`src/rtl/dotmatrix_scan_ctrl.sv`:
```
// Row-scan sequencer for a 16x16 LED dot-matrix driven through 595-style column shift registers.
// Define DOTMATRIX_INVERT_EN to drive inverted column data (common-anode panels, idle sh_dat = 1).
module dotmatrix_scan_ctrl #(
  parameter int CLK_DIV         = 4,
  parameter int DWELL           = 2000,
  parameter int FRAMES_PER_CHAR = 50
) (
  input  logic        clk,
  input  logic        rst_n,
  input  logic        enable,
  output logic [4:0]  rom_addr,
  input  logic [15:0] rom_data,
  output logic        sh_clk,
  output logic        sh_dat,
  output logic        sh_lat,
  output logic [3:0]  row_sel,
  output logic        row_oe_n,
  output logic        char_idx,
  output logic        frame_done
);

  localparam int CNT_MAX = (DWELL > 2 * CLK_DIV) ? DWELL : 2 * CLK_DIV;
  localparam int CNT_W   = $clog2(CNT_MAX + 1);
  localparam int FR_W    = $clog2(FRAMES_PER_CHAR + 1);

`ifdef DOTMATRIX_INVERT_EN
  localparam logic SH_IDLE = 1'b1;
`else
  localparam logic SH_IDLE = 1'b0;
`endif

  typedef enum logic [2:0] {
    S_IDLE,
    S_ADDR,
    S_LOAD,
    S_SHIFT,
    S_LATCH,
    S_DISPLAY
  } state_t;

  state_t            r_state;
  logic [CNT_W-1:0]  r_cnt;
  logic [3:0]        r_bit;
  logic [14:0]       r_shreg;
  logic [3:0]        r_row;
  logic [FR_W-1:0]   r_frame_cnt;
  logic [4:0]        r_rom_addr;
  logic              r_sh_clk;
  logic              r_sh_dat;
  logic              r_sh_lat;
  logic [3:0]        r_row_sel;
  logic              r_row_oe_n;
  logic              r_char_idx;
  logic              r_frame_done;

  assign rom_addr   = r_rom_addr;
  assign sh_clk     = r_sh_clk;
  assign sh_dat     = r_sh_dat;
  assign sh_lat     = r_sh_lat;
  assign row_sel    = r_row_sel;
  assign row_oe_n   = r_row_oe_n;
  assign char_idx   = r_char_idx;
  assign frame_done = r_frame_done;

  // Scan FSM; each output register holds the value for the state being entered.
  always_ff @(posedge clk or negedge rst_n) begin
    if (!rst_n) begin
      r_state      <= S_IDLE;
      r_cnt        <= '0;
      r_bit        <= 4'd0;
      r_shreg      <= 15'd0;
      r_row        <= 4'd0;
      r_frame_cnt  <= '0;
      r_rom_addr   <= 5'd0;
      r_sh_clk     <= 1'b0;
      r_sh_dat     <= SH_IDLE;
      r_sh_lat     <= 1'b0;
      r_row_sel    <= 4'd0;
      r_row_oe_n   <= 1'b1;
      r_char_idx   <= 1'b0;
      r_frame_done <= 1'b0;
    end else if (!enable) begin
      r_state      <= S_IDLE;
      r_cnt        <= '0;
      r_bit        <= 4'd0;
      r_shreg      <= 15'd0;
      r_row        <= 4'd0;
      r_frame_cnt  <= '0;
      r_rom_addr   <= 5'd0;
      r_sh_clk     <= 1'b0;
      r_sh_dat     <= SH_IDLE;
      r_sh_lat     <= 1'b0;
      r_row_sel    <= 4'd0;
      r_row_oe_n   <= 1'b1;
      r_frame_done <= 1'b0;
    end else begin
      r_frame_done <= 1'b0;
      case (r_state)
        S_IDLE: begin
          r_state <= S_ADDR;
        end
        S_ADDR: begin
          r_rom_addr <= {r_char_idx, r_row};
          r_row_oe_n <= 1'b1;
          r_state    <= S_LOAD;
        end
        S_LOAD: begin
          r_shreg  <= rom_data[14:0];
          r_sh_dat <= rom_data[15] ^ SH_IDLE;
          r_sh_clk <= 1'b0;
          r_bit    <= 4'd0;
          r_cnt    <= '0;
          r_state  <= S_SHIFT;
        end
        S_SHIFT: begin
          // Low half first so data is stable well before the rising edge.
          if (r_cnt == CNT_W'(2 * CLK_DIV - 1)) begin
            r_cnt    <= '0;
            r_sh_clk <= 1'b0;
            if (r_bit == 4'd15) begin
              r_sh_dat  <= SH_IDLE;
              r_sh_lat  <= 1'b1;
              r_row_sel <= r_row;
              r_state   <= S_LATCH;
            end else begin
              r_bit    <= r_bit + 4'd1;
              r_sh_dat <= r_shreg[14] ^ SH_IDLE;
              r_shreg  <= {r_shreg[13:0], 1'b0};
            end
          end else begin
            r_cnt <= r_cnt + CNT_W'(1);
            if (r_cnt == CNT_W'(CLK_DIV - 1)) begin
              r_sh_clk <= 1'b1;
            end
          end
        end
        S_LATCH: begin
          if (r_cnt == CNT_W'(CLK_DIV - 1)) begin
            r_cnt      <= '0;
            r_sh_lat   <= 1'b0;
            r_row_oe_n <= 1'b0;
            r_state    <= S_DISPLAY;
          end else begin
            r_cnt <= r_cnt + CNT_W'(1);
          end
        end
        S_DISPLAY: begin
          if (r_cnt == CNT_W'(DWELL - 1)) begin
            r_cnt      <= '0;
            r_row_oe_n <= 1'b1;
            r_row      <= r_row + 4'd1;
            r_state    <= S_ADDR;
            // Frame end: the toggled char_idx takes effect at the coming ADDR.
            if (r_row == 4'd15) begin
              r_frame_done <= 1'b1;
              if (r_frame_cnt == FR_W'(FRAMES_PER_CHAR - 1)) begin
                r_frame_cnt <= '0;
                r_char_idx  <= ~r_char_idx;
              end else begin
                r_frame_cnt <= r_frame_cnt + FR_W'(1);
              end
            end
          end else begin
            r_cnt <= r_cnt + CNT_W'(1);
          end
        end
        default: begin
          r_state <= S_IDLE;
        end
      endcase
    end
  end

endmodule

```
`config.mk`:
```
export PLATFORM = sky130hd
export DESIGN_NAME = dotmatrix_scan_ctrl
export DESIGN_NICKNAME = d
export VERILOG_FILES = /design/src/rtl/dotmatrix_scan_ctrl.sv
export SDC_FILE = /design/constraint.sdc
export NUM_CORES = 1
export LEC_CHECK = 0
export ABC_AREA = 1
export CAP_MARGIN = 10
export CORE_UTILIZATION = 42
export DETAILED_ROUTE_END_ITERATION = 6
export PLACE_DENSITY = 0.71
export SYNTH_ARGS = -nofsm -noshare
export SYNTH_HDL_FRONTEND = slang
export SYNTH_SLANG_ARGS = --single-unit
```
`constraint.sdc`:
```
create_clock -name clk -period 3.1 [get_ports clk]
set_input_delay 0.31 -clock clk [delete_from_list [all_inputs] [get_ports clk]]
set_output_delay 0.31 -clock clk [all_outputs]
set_load 0.05 [all_outputs]
```
==> results of run 1 <==
[worst paths after layout]
kind                                to  cells past startpoint       start
max reg2reg                r_shreg[12]                     10  r_state[2]
max in group asynchronous       sh_lat                      2       rst_n
min                           r_cnt[9]                      1       rst_n
max                        r_shreg[12]                     10  r_state[2]
min in group clk              row_oe_n                      2    row_oe_n
min reg2reg                   row_oe_n                      2    row_oe_n
[kinds of logic (layout without fill, tap and decap cells)]
family                   after synthesis  after routing  synth area share
AND/OR/NAND/NOR                      195            195             0.271
AO/OA/AOI/OAI                         76             76             0.154
flip-flops                            58             58             0.467
buffers and inverters                 40             82            0.0631
XOR/XNOR                               9              9            0.0253
adder cells (fa/ha/maj)                5              5            0.0201
[layout make-up]
class | count | share of cell area
Multi-Input combinational cell | 285 | 0.395
Sequential cell | 58 | 0.392
Timing Repair Buffer | 36 | 0.0939
Clock buffer | 10 | 0.0371
Tap cell | 99 | 0.0334
Inverter | 30 | 0.0304
Clock inverter | 6 | 0.0179
[sequential cells by signal, summed over array words and instances, names as in the netlist]
signal / count
sh_clk: 1
char_idx: 1
row_sel: 4
r_state: 3
sh_lat: 1
row_oe_n: 1
rom_addr: 5
r_shreg: 15
r_bit: 4
r_row: 4
sh_dat: 1
r_frame_cnt: 6
frame_done: 1
r_cnt: 11
[critical path, stage by stage, from the launching register on]
cell and delay, ps:
dfrtp_1 470, inv_2 120, nand3_4 110, nor2_4 110
buf_4 250, nand2_2 90, nand2_2 80, inv_2 40
nand2_2 510, nand2_1 130, o21ai_2 90
[metrics by stage]
step	instance area, sq um	setup WS [ps]
finish	3700	991
global route	3700	771
CTS	3700	966
detailed placement	3500	737
global placement	3500	778
floorplan	3110	1570
[Yosys cell counts, drive strengths merged]
cell type / number / area (sq um)
ha: 5 / 62.6
a31oi: 2 / 12.5
o31ai: 1 / 7.51
nand4: 5 / 31.3
a22oi: 14 / 105
xor2: 8 / 70.1
a21oi: 16 / 80.1
clkbuf: 2 / 8.75
buf: 8 / 75.1
o21ai: 41 / 258
nand3: 28 / 153
or2: 1 / 6.26
o21bai: 1 / 7.51
nor3: 5 / 25.0
nand3b: 1 / 7.51
nand2: 113 / 439
xnor2: 1 / 8.76
inv: 30 / 113
dfstp: 1 / 26.3
nor2: 42 / 183
o211ai: 1 / 7.51
dfrtp: 57 / 1430
[cells in the final DEF (no fill, tap or decap), types with 2 or more instances in the layout]
cell type and n:
nand4_1 5, nand3_1 27, nor2_4 3, o21ai_2 11
dfrtp_1 57, a31oi_1 2, nand2_1 109, o21ai_0 27
buf_4 3, nand2_2 3, inv_1 23, a21oi_1 16
xor2_1 8, a22oi_1 14, ha_1 5, inv_2 7
clkinvlp_4 3, clkdlybuf4s50_1 32, o21ai_1 2, nor2_1 38
clkbuf_8 10, nor3_1 5
[power by group through the flow]
stage,clock [uW],combinational [uW],sequential (uW)
after floorplan,0,432,1120
after global placement,0,707,998
after detailed placement,0,718,1000
after CTS,732,721,990
after global routing,758,789,1000
final,710,711,988
[routing by layer]
layer	up-vias	global-route usage	wire length, um
met2	52	0.281	2860
li1	1338	-	-
met5	-	0	0
met3	11	0.0547	267
met1	1222	0.246	3080
met4	0	0.0704	97
==> impl_metrics.csv, run 1 <==
group,metric,value,unit
run_status,status,"finished, final reports clean",
timing,skew,9.61,ps
die,fp.coreArea,0.00721,sq mm
worst_setup_path,r2r_slack,990,ps
pwr,powerDensity,650,mW/mm^2
final_layout,multi_input_area,0.00146,sq mm
global_routing,grt_pass1_vias,2434,
die,pin_count,34,
pwr,switching_share,0.376,
pwr,pwr-share-clk,0.295,
final_layout,utilization,0.514,
timing,period_share,0.680,
timing,min_period,2110,ps
cts,cts_inserted_buffers,9,
pwr,switchingPower,905,uW
die,die_h,88.1,um
timing,rsz0062_at_grt,"no",
cts,cts_tree,"built",
placement,place_inst,508,
final_layout,drive_gt1_frac,0.115,
pwr,combPwrFrac,0.295,
detailed_routing,post-route-drc-count,0,
yosys,syn_area,0.00311,sq mm
timing,max_clock_freq,474,MHz
cts,clkSinkCount,58,
cts,clock_latency,350,ps
detailed_routing,avgViaCountPerCell,5.01,
placement,place_hpwl,4420,um
yosys,syn-num-nets,407,
worst_setup_path,cp-end-kind,"flip-flop",
timing,tightest_slew,1060,ps
cts,cts_hold_buf,0,
cts,cts_buffer_depth,2,
timing,finalMaxSlewViolations,0,
detailed_routing,wl_per_cell,12.0,um
final_layout,ff_latch_area,0.00145,sq mm
yosys,synthCells,383,
timing,fin_hold_ws,145,ps
worst_setup_path,crit_fanout,38,
pwr,seqPwrFrac,0.410,
detailed_routing,detail_route.iter0.violations,154,
die,chipWidth,88.1,um
timing,finalSetupViolCount,0,
pwr,vdd_drop_max,0.298,mV
cts,post_cts_buffers,0,
worst_setup_path,cp-start-kind,"flip-flop",
timing,setup_tns,0,ps
timing,max_slew_margin,0.296,
job,maxCapViolCount,0,
cts,post_cts_resized,0,
worst_setup_path,arrival,2360,ps
global_routing,antenna_found_initial,0,
timing,hold_viol,0,
placement,place_congestion,0.824,
die,die-area,0.00776,sq mm
global_routing,grt_max_degree,49,
yosys,syn_avg_cell_area,8.13,sq um
final_layout,area_growth,19.0,%
global_routing,grt.overflow.total,0,
placement,numPortBuffers,33,
detailed_routing,ant_nets,0,
yosys,ys_seq_area_frac,0.467,
detailed_routing,num_vias,2623,
detailed_routing,wl,6300,um
global_routing,grt_pass1_wl,10900,um
cts,clkTransAtPathRegs,70,ps
yosys,synth_warnings,0,
detailed_routing,dr.pass1.iters,4,
pwr,p_total,2410,uW
yosys,synth-seq-cells,58,
worst_hold_path,hold_class,"in -> async",
cts,clock-root-buffer,"clkbuf_8",
final_layout,diodes,0,
global_routing,grt_usage,0.184,
pwr,power.internal,1500,uW
final_layout,fillers,726,
worst_setup_path,path_class,"reg -> reg",
die,initial_core_util,0.431,
pwr,power.leakage,0.00165,uW
final_layout,final_nets,444,
yosys,synth_cell_types,36,
worst_setup_path,cp.required,3360,ps
cts,h-tree-depth,3,
final_layout,layout.cells.non_filler,524,
die,rows,31,
Note: power is estimated with default switching activity, not from simulation.
==> inputs of run 2 (changes only) <==
PLACE_DENSITY = 0.74   (was 0.71)
clock period = 1.93 ns   (was 3.1 ns; I/O delays follow)
==> impl_metrics.csv, run 2 (same netlist as run 1, synthesis figures left out) <==
group,metric,value,unit
run_status,status,"finished, final reports clean",
worst_setup_path,cp.buffers_inverters,2,
cts,cts_tree,"built",
global_routing,met1_usage,0.237,
final_layout,drive_gt1_frac,0.126,
job,maxCapViolCount,0,
timing,max_slew_margin,0.622,
worst_setup_path,worstReg2RegEnd,"r_shreg[5]",
pwr,switching_share,0.347,
worst_setup_path,path_class,"reg -> reg",
worst_setup_path,r2r_slack,180,ps
detailed_routing,num_vias,2676,
cts,clock-root-buffer,"clkbuf_8",
pwr,power.internal,2750,uW
detailed_routing,post-route-drc-count,0,
timing,skew,7.75,ps
worst_setup_path,r2r-start,"r_cnt[0]",
worst_setup_path,cp.required,2150,ps
pwr,power.leakage,0.00171,uW
cts,cts_inserted_buffers,9,
pwr,seqPwrFrac,0.378,
detailed_routing,dr.pass1.iters,5,
final_layout,final_nets,448,
worst_setup_path,reg2reg_depth,11,
cts,clkSinkCount,58,
global_routing,grtUsageMet2,0.296,
global_routing,grt_pass1_wl,11100,um
pwr,vdd_drop_max,0.491,mV
cts,clock_latency,340,ps
final_layout,area_growth,22.5,%
timing,finalMaxSlewViolations,0,
pwr,pwr-share-clk,0.339,
worst_setup_path,slowest_delay,400,ps
worst_setup_path,arrival,1970,ps
final_layout,final_cell_mix,"nand2_1, dfrtp_1, nor2_1",
timing,tightest_slew,567,ps
die,die_h,88.1,um
final_layout,largest_reg_flops,15,
worst_setup_path,cp-start-kind,"flip-flop",
detailed_routing,detail_route.iter0.violations,139,
die,initial_core_util,0.431,
global_routing,antenna_found_initial,0,
detailed_routing,wl,6540,um
placement,place_congestion,0.838,
global_routing,grt_usage,0.187,
timing,setup_tns,0,ps
placement,place_hpwl,4610,um
final_layout,regMostFlops,"r_shreg",
final_layout,top_regs,"r_shreg x15, r_cnt x11, r_frame_cnt x6",
cts,h-tree-depth,3,
timing,period_share,0.906,
worst_setup_path,cp_common_cell,"nand2_2",
die,chipWidth,88.1,um
final_layout,diodes,0,
detailed_routing,avgViaCountPerCell,5.07,
timing,min_period,1750,ps
die,pin_count,34,
worst_setup_path,crit_path_cell_trace,"ha_2 > nand3_1 > nor2_1 > nand2_1 > nand2_2 > nand2_2 > inv_2 > nand2_2 > buf_12 > nand2_1 > o21ai_0",
placement,placed_cell_area,0.00355,sq mm
global_routing,grt_pass1_vias,2459,
worst_setup_path,critPathSlowestCell,"dfrtp_1",
final_layout,final_common_cell,"nand2_1",
global_routing,grt_max_degree,36,
pwr,switchingPower,1470,uW
cts,clkTransAtPathRegs,70,ps
timing,max_clock_freq,572,MHz
detailed_routing,ant_nets,0,
detailed_routing,wl_per_cell,12.4,um
pwr,combPwrFrac,0.283,
worst_setup_path,cpLargestDelayFamily,"simple AND/OR/NAND/NOR gates",
timing,hold_viol,0,
die,fp.coreArea,0.00721,sq mm
final_layout,utilization,0.529,
cts,cts_buffer_depth,2,
timing,finalSetupViolCount,0,
cts,post_cts_buffers,0,
worst_setup_path,cp-end-kind,"flip-flop",
pwr,powerDensity,1110,mW/mm^2
worst_hold_path,hold_class,"in -> async",
final_layout,final_cell_area,0.00381,sq mm
die,rows,31,
global_routing,grt.overflow.total,0,
worst_setup_path,crit_fanout,32,
placement,numPortBuffers,33,
global_routing,grt.busiest_layer,"met2",
die,die-area,0.00776,sq mm
global_routing,grt_util_met3,0.0518,
timing,rsz0062_at_grt,"no",
## run 2: power by group through the flow
stage | Clock [uW] | Sequential, uW | Combinational, uW
6_report | 1430 | 1600 | 1190
5_1_grt | 1500 | 1620 | 1320
4_1_cts | 1470 | 1590 | 1200
3_5_place_dp | 0 | 1610 | 1200
3_3_place_gp | 0 | 1600 | 1180
2_1_floorplan | 0 | 1800 | 694
## run 2: final cells by class
| class | instances | area [sq um] |
|---|---|---|
| fill | 689 | 3400 |
| multi-input combinational | 285 | 1470 |
| sequential | 58 | 1450 |
| timing repair buffer | 40 | 403 |
| clock buffer | 12 | 155 |
| tap | 99 | 124 |
| inverter | 30 | 113 |
| clock inverter | 4 | 97.6 |
## run 2: worst max path at each step
stage | slack, ps | cells past startpoint | end | start
after floorplan | 400 | 12 | r_shreg[12] | r_cnt[0]
after global placement | 160 | 8 | r_shreg[7] | enable
after detailed placement | 80 | 8 | r_shreg[5] | enable
after CTS | 150 | 11 | r_shreg[3] | r_cnt[0]
after global routing | 2 | 11 | r_shreg[6] | r_cnt[0]
final | 180 | 11 | r_shreg[5] | r_cnt[0]
## run 2: routing by layer
layer  vias up  share of wire
met5         -              0
li1       1349              -
met4         0          0.016
met3        11          0.045
met1      1256           0.46
met2        60           0.48
## run 2: timing repair
action / CTS / global route
resized for setup: 0 / 2
endpoints found under the setup margin: 0 / 6
endpoints found under the hold margin: 23 / 0
hold buffers: 1 / 0
## run 2: metrics by stage
step	cells	power [uW]	hold slack (ps)	setup slack [ps]
2_1_floorplan	383	2500	-103	398
3_3_place_gp	511	2780	210	161
3_5_place_dp	511	2810	225	81.7
4_1_cts	528	4260	386	155
5_1_grt	528	4440	429	2.10
6_report	528	4220	368	181
==> inputs of run 3 (changes only) <==
--- a/config.mk
+++ b/config.mk
@@ -9,5 +9,5 @@
 export CAP_MARGIN = 10
-export CORE_UTILIZATION = 42
+export CORE_UTILIZATION = 45
 export DETAILED_ROUTE_END_ITERATION = 6
-export PLACE_DENSITY = 0.74
+export PLACE_DENSITY = 0.78
 export SYNTH_ARGS = -nofsm -noshare
--- a/constraint.sdc
+++ b/constraint.sdc
@@ -3,2 +3,2 @@
 set_output_delay 0.193 -clock clk [all_outputs]
-set_load 0.05 [all_outputs]
+set_load 0.1 [all_outputs]
==> impl_metrics.csv, run 3 (same netlist as run 1, synthesis figures left out) <==
group,metric,value,unit
run_status,status,"finished, final reports clean",
worst_setup_path,worst-path-stages,8,
detailed_routing,wl,6570,um
worst_setup_path,slowest_delay,410,ps
worst_setup_path,critPathSlowestCell,"dfrtp_1",
die,fp.coreArea,0.00649,sq mm
final_layout,top_regs,"r_shreg x15, r_cnt x11, r_frame_cnt x6",
final_layout,final_cell_mix,"nand2_1, dfrtp_1, nor2_1",
detailed_routing,post-route-drc-count,0,
timing,finalMaxSlewViolations,0,
cts,clkTransAtPathRegs,70,ps
worst_setup_path,crit_fanout,8,
worst_setup_path,cp.buffers_inverters,0,
timing,hold_viol,0,
worst_setup_path,startpoint,"r_cnt[0]",
worst_setup_path,r2r-start,"r_cnt[0]",
die,initial_core_util,0.479,
detailed_routing,ant_nets,0,
detailed_routing,detail_route.iter0.violations,124,
cts,clock_latency,340,ps
die,pin_count,34,
global_routing,grt_usage,0.197,
detailed_routing,avgViaCountPerCell,5.19,
die,rows,29,
timing,min_period,1680,ps
cts,clock-root-buffer,"clkbuf_8",
global_routing,grt.overflow.total,0,
worst_setup_path,cp-start-kind,"flip-flop",
die,chipWidth,85.2,um
final_layout,drive_gt1_frac,0.160,
final_layout,final_nets,450,
die,die_h,85.2,um
timing,tightest_slew,577,ps
job,maxCapViolCount,0,
placement,place_congestion,0.880,
pwr,vdd_drop_max,0.707,mV
worst_hold_path,hold_class,"in -> async",
timing,max_clock_freq,594,MHz
global_routing,grt_pass1_wl,11200,um
final_layout,diodes,0,
detailed_routing,dr.pass1.iters,4,
cts,cts_inserted_buffers,9,
timing,setup_tns,0,ps
worst_setup_path,path_class,"reg -> reg",
cts,clkSinkCount,58,
cts,h-tree-depth,3,
worst_setup_path,cp.required,2180,ps
pwr,power.leakage,0.00173,uW
final_layout,final_common_cell,"nand2_1",
global_routing,grt_max_degree,39,
global_routing,antenna_found_initial,0,
worst_setup_path,r2r_slack,250,ps
timing,max_slew_margin,0.615,
worst_setup_path,crit_path_cell_trace,"ha_1 > nand3_1 > nor2_1 > nand2_1 > nand2_1 > nand3_1 > nand2_1 > o21ai_0",
final_layout,final_cell_area,0.00372,sq mm
cts,cts_tree,"built",
final_layout,multi_input_area,0.00146,sq mm
timing,period_share,0.873,
placement,place_hpwl,4690,um
final_layout,largest_reg_flops,15,
cts,post_cts_buffers,0,
timing,skew,9.55,ps
worst_setup_path,cp_common_cell,"nand2_1",
worst_setup_path,cpLargestDelayFamily,"simple AND/OR/NAND/NOR gates",
timing,rsz0062_at_grt,"no",
worst_setup_path,crit_end,"r_cnt[0]",
placement,numPortBuffers,33,
timing,finalSetupViolCount,0,
pwr,p_total,4300,uW
die,die-area,0.00725,sq mm
final_layout,area_growth,19.6,%
cts,cts_buffer_depth,2,
detailed_routing,num_vias,2638,
final_layout,ff_latch_area,0.00145,sq mm
detailed_routing,wl_per_cell,12.9,um
worst_setup_path,worstReg2RegEnd,"r_cnt[0]",
placement,placed_cell_area,0.00349,sq mm
pwr,powerDensity,1150,mW/mm^2
global_routing,grt_pass1_vias,2514,
final_layout,fillers,566,
worst_setup_path,reg2reg_depth,8,
worst_setup_path,arrival,1940,ps
final_layout,regMostFlops,"r_shreg",
worst_setup_path,cp-end-kind,"flip-flop",
==> run 3: changes by cell type in the layout (fill, tap and decap cells not counted) <==
| cell | change |
|---|---|
| buf_12 | -1 |
| buf_4 | +17 |
| bufinv_16 | -1 |
| clkbuf_1 | -1 |
| clkbuf_8 | -2 |
| clkdlybuf4s50_1 | -14 |
| clkinv_4 | +3 |
| ha_1 | +1 |
| ha_2 | -1 |
| inv_6 | +1 |
| nand2_1 | +1 |
| nand2_2 | -1 |
==> run 3: per-stage QoR <==
stage,std cells,utilization,setup slack [ps],hold WS [ps]
floorplan,383,-,398,-103
finish,508,0.573,245,375
CTS,508,0.573,247,390
detailed placement,491,0.537,58.6,230
global placement,491,0.537,128,227
global route,508,0.573,67.1,431
==> run 3: area by class of cell <==
type                       instances  share of cell area
multi-input combinational        285               0.393
sequential                        58               0.390
timing repair buffer              42              0.0995
clock buffer                       9              0.0333
inverter                          30              0.0303
clock inverter                     7              0.0276
tap                               77              0.0259
==> run 3: worst min path at each step <==
stage          startpoint        endpoint  depth (start not counted)
4_1_cts             rst_n      row_sel[1]                          2
5_1_grt             rst_n     rom_addr[4]                          2
3_5_place_dp        rst_n  r_frame_cnt[2]                          1
3_3_place_gp        rst_n  r_frame_cnt[2]                          1
6_report            rst_n        r_row[0]                          2
2_1_floorplan       rst_n        char_idx                          0
==> run 3: power breakdown <==
group	internal [uW]	total, uW	leakage, uW	switching, uW
combinational	373	1430	0.000834	1050
sequential	1420	1590	0.000783	168
clock	737	1280	0.000110	541
total	2530	4300	0.00173	1760
==> run 3: routing by layer <==
metal	up-vias	GRT usage	part of all wire
met5	-	0	0
met4	0	0.0955	0.019
met3	12	0.0379	0.030
met2	43	0.322	0.47
met1	1226	0.250	0.48
li1	1357	-	-
==> run 3: timing repair <==
action | CTS | global route
gates resized for setup | 0 | 0
endpoints found under the hold margin | 23 | 0
hold buffers | 1 | 0
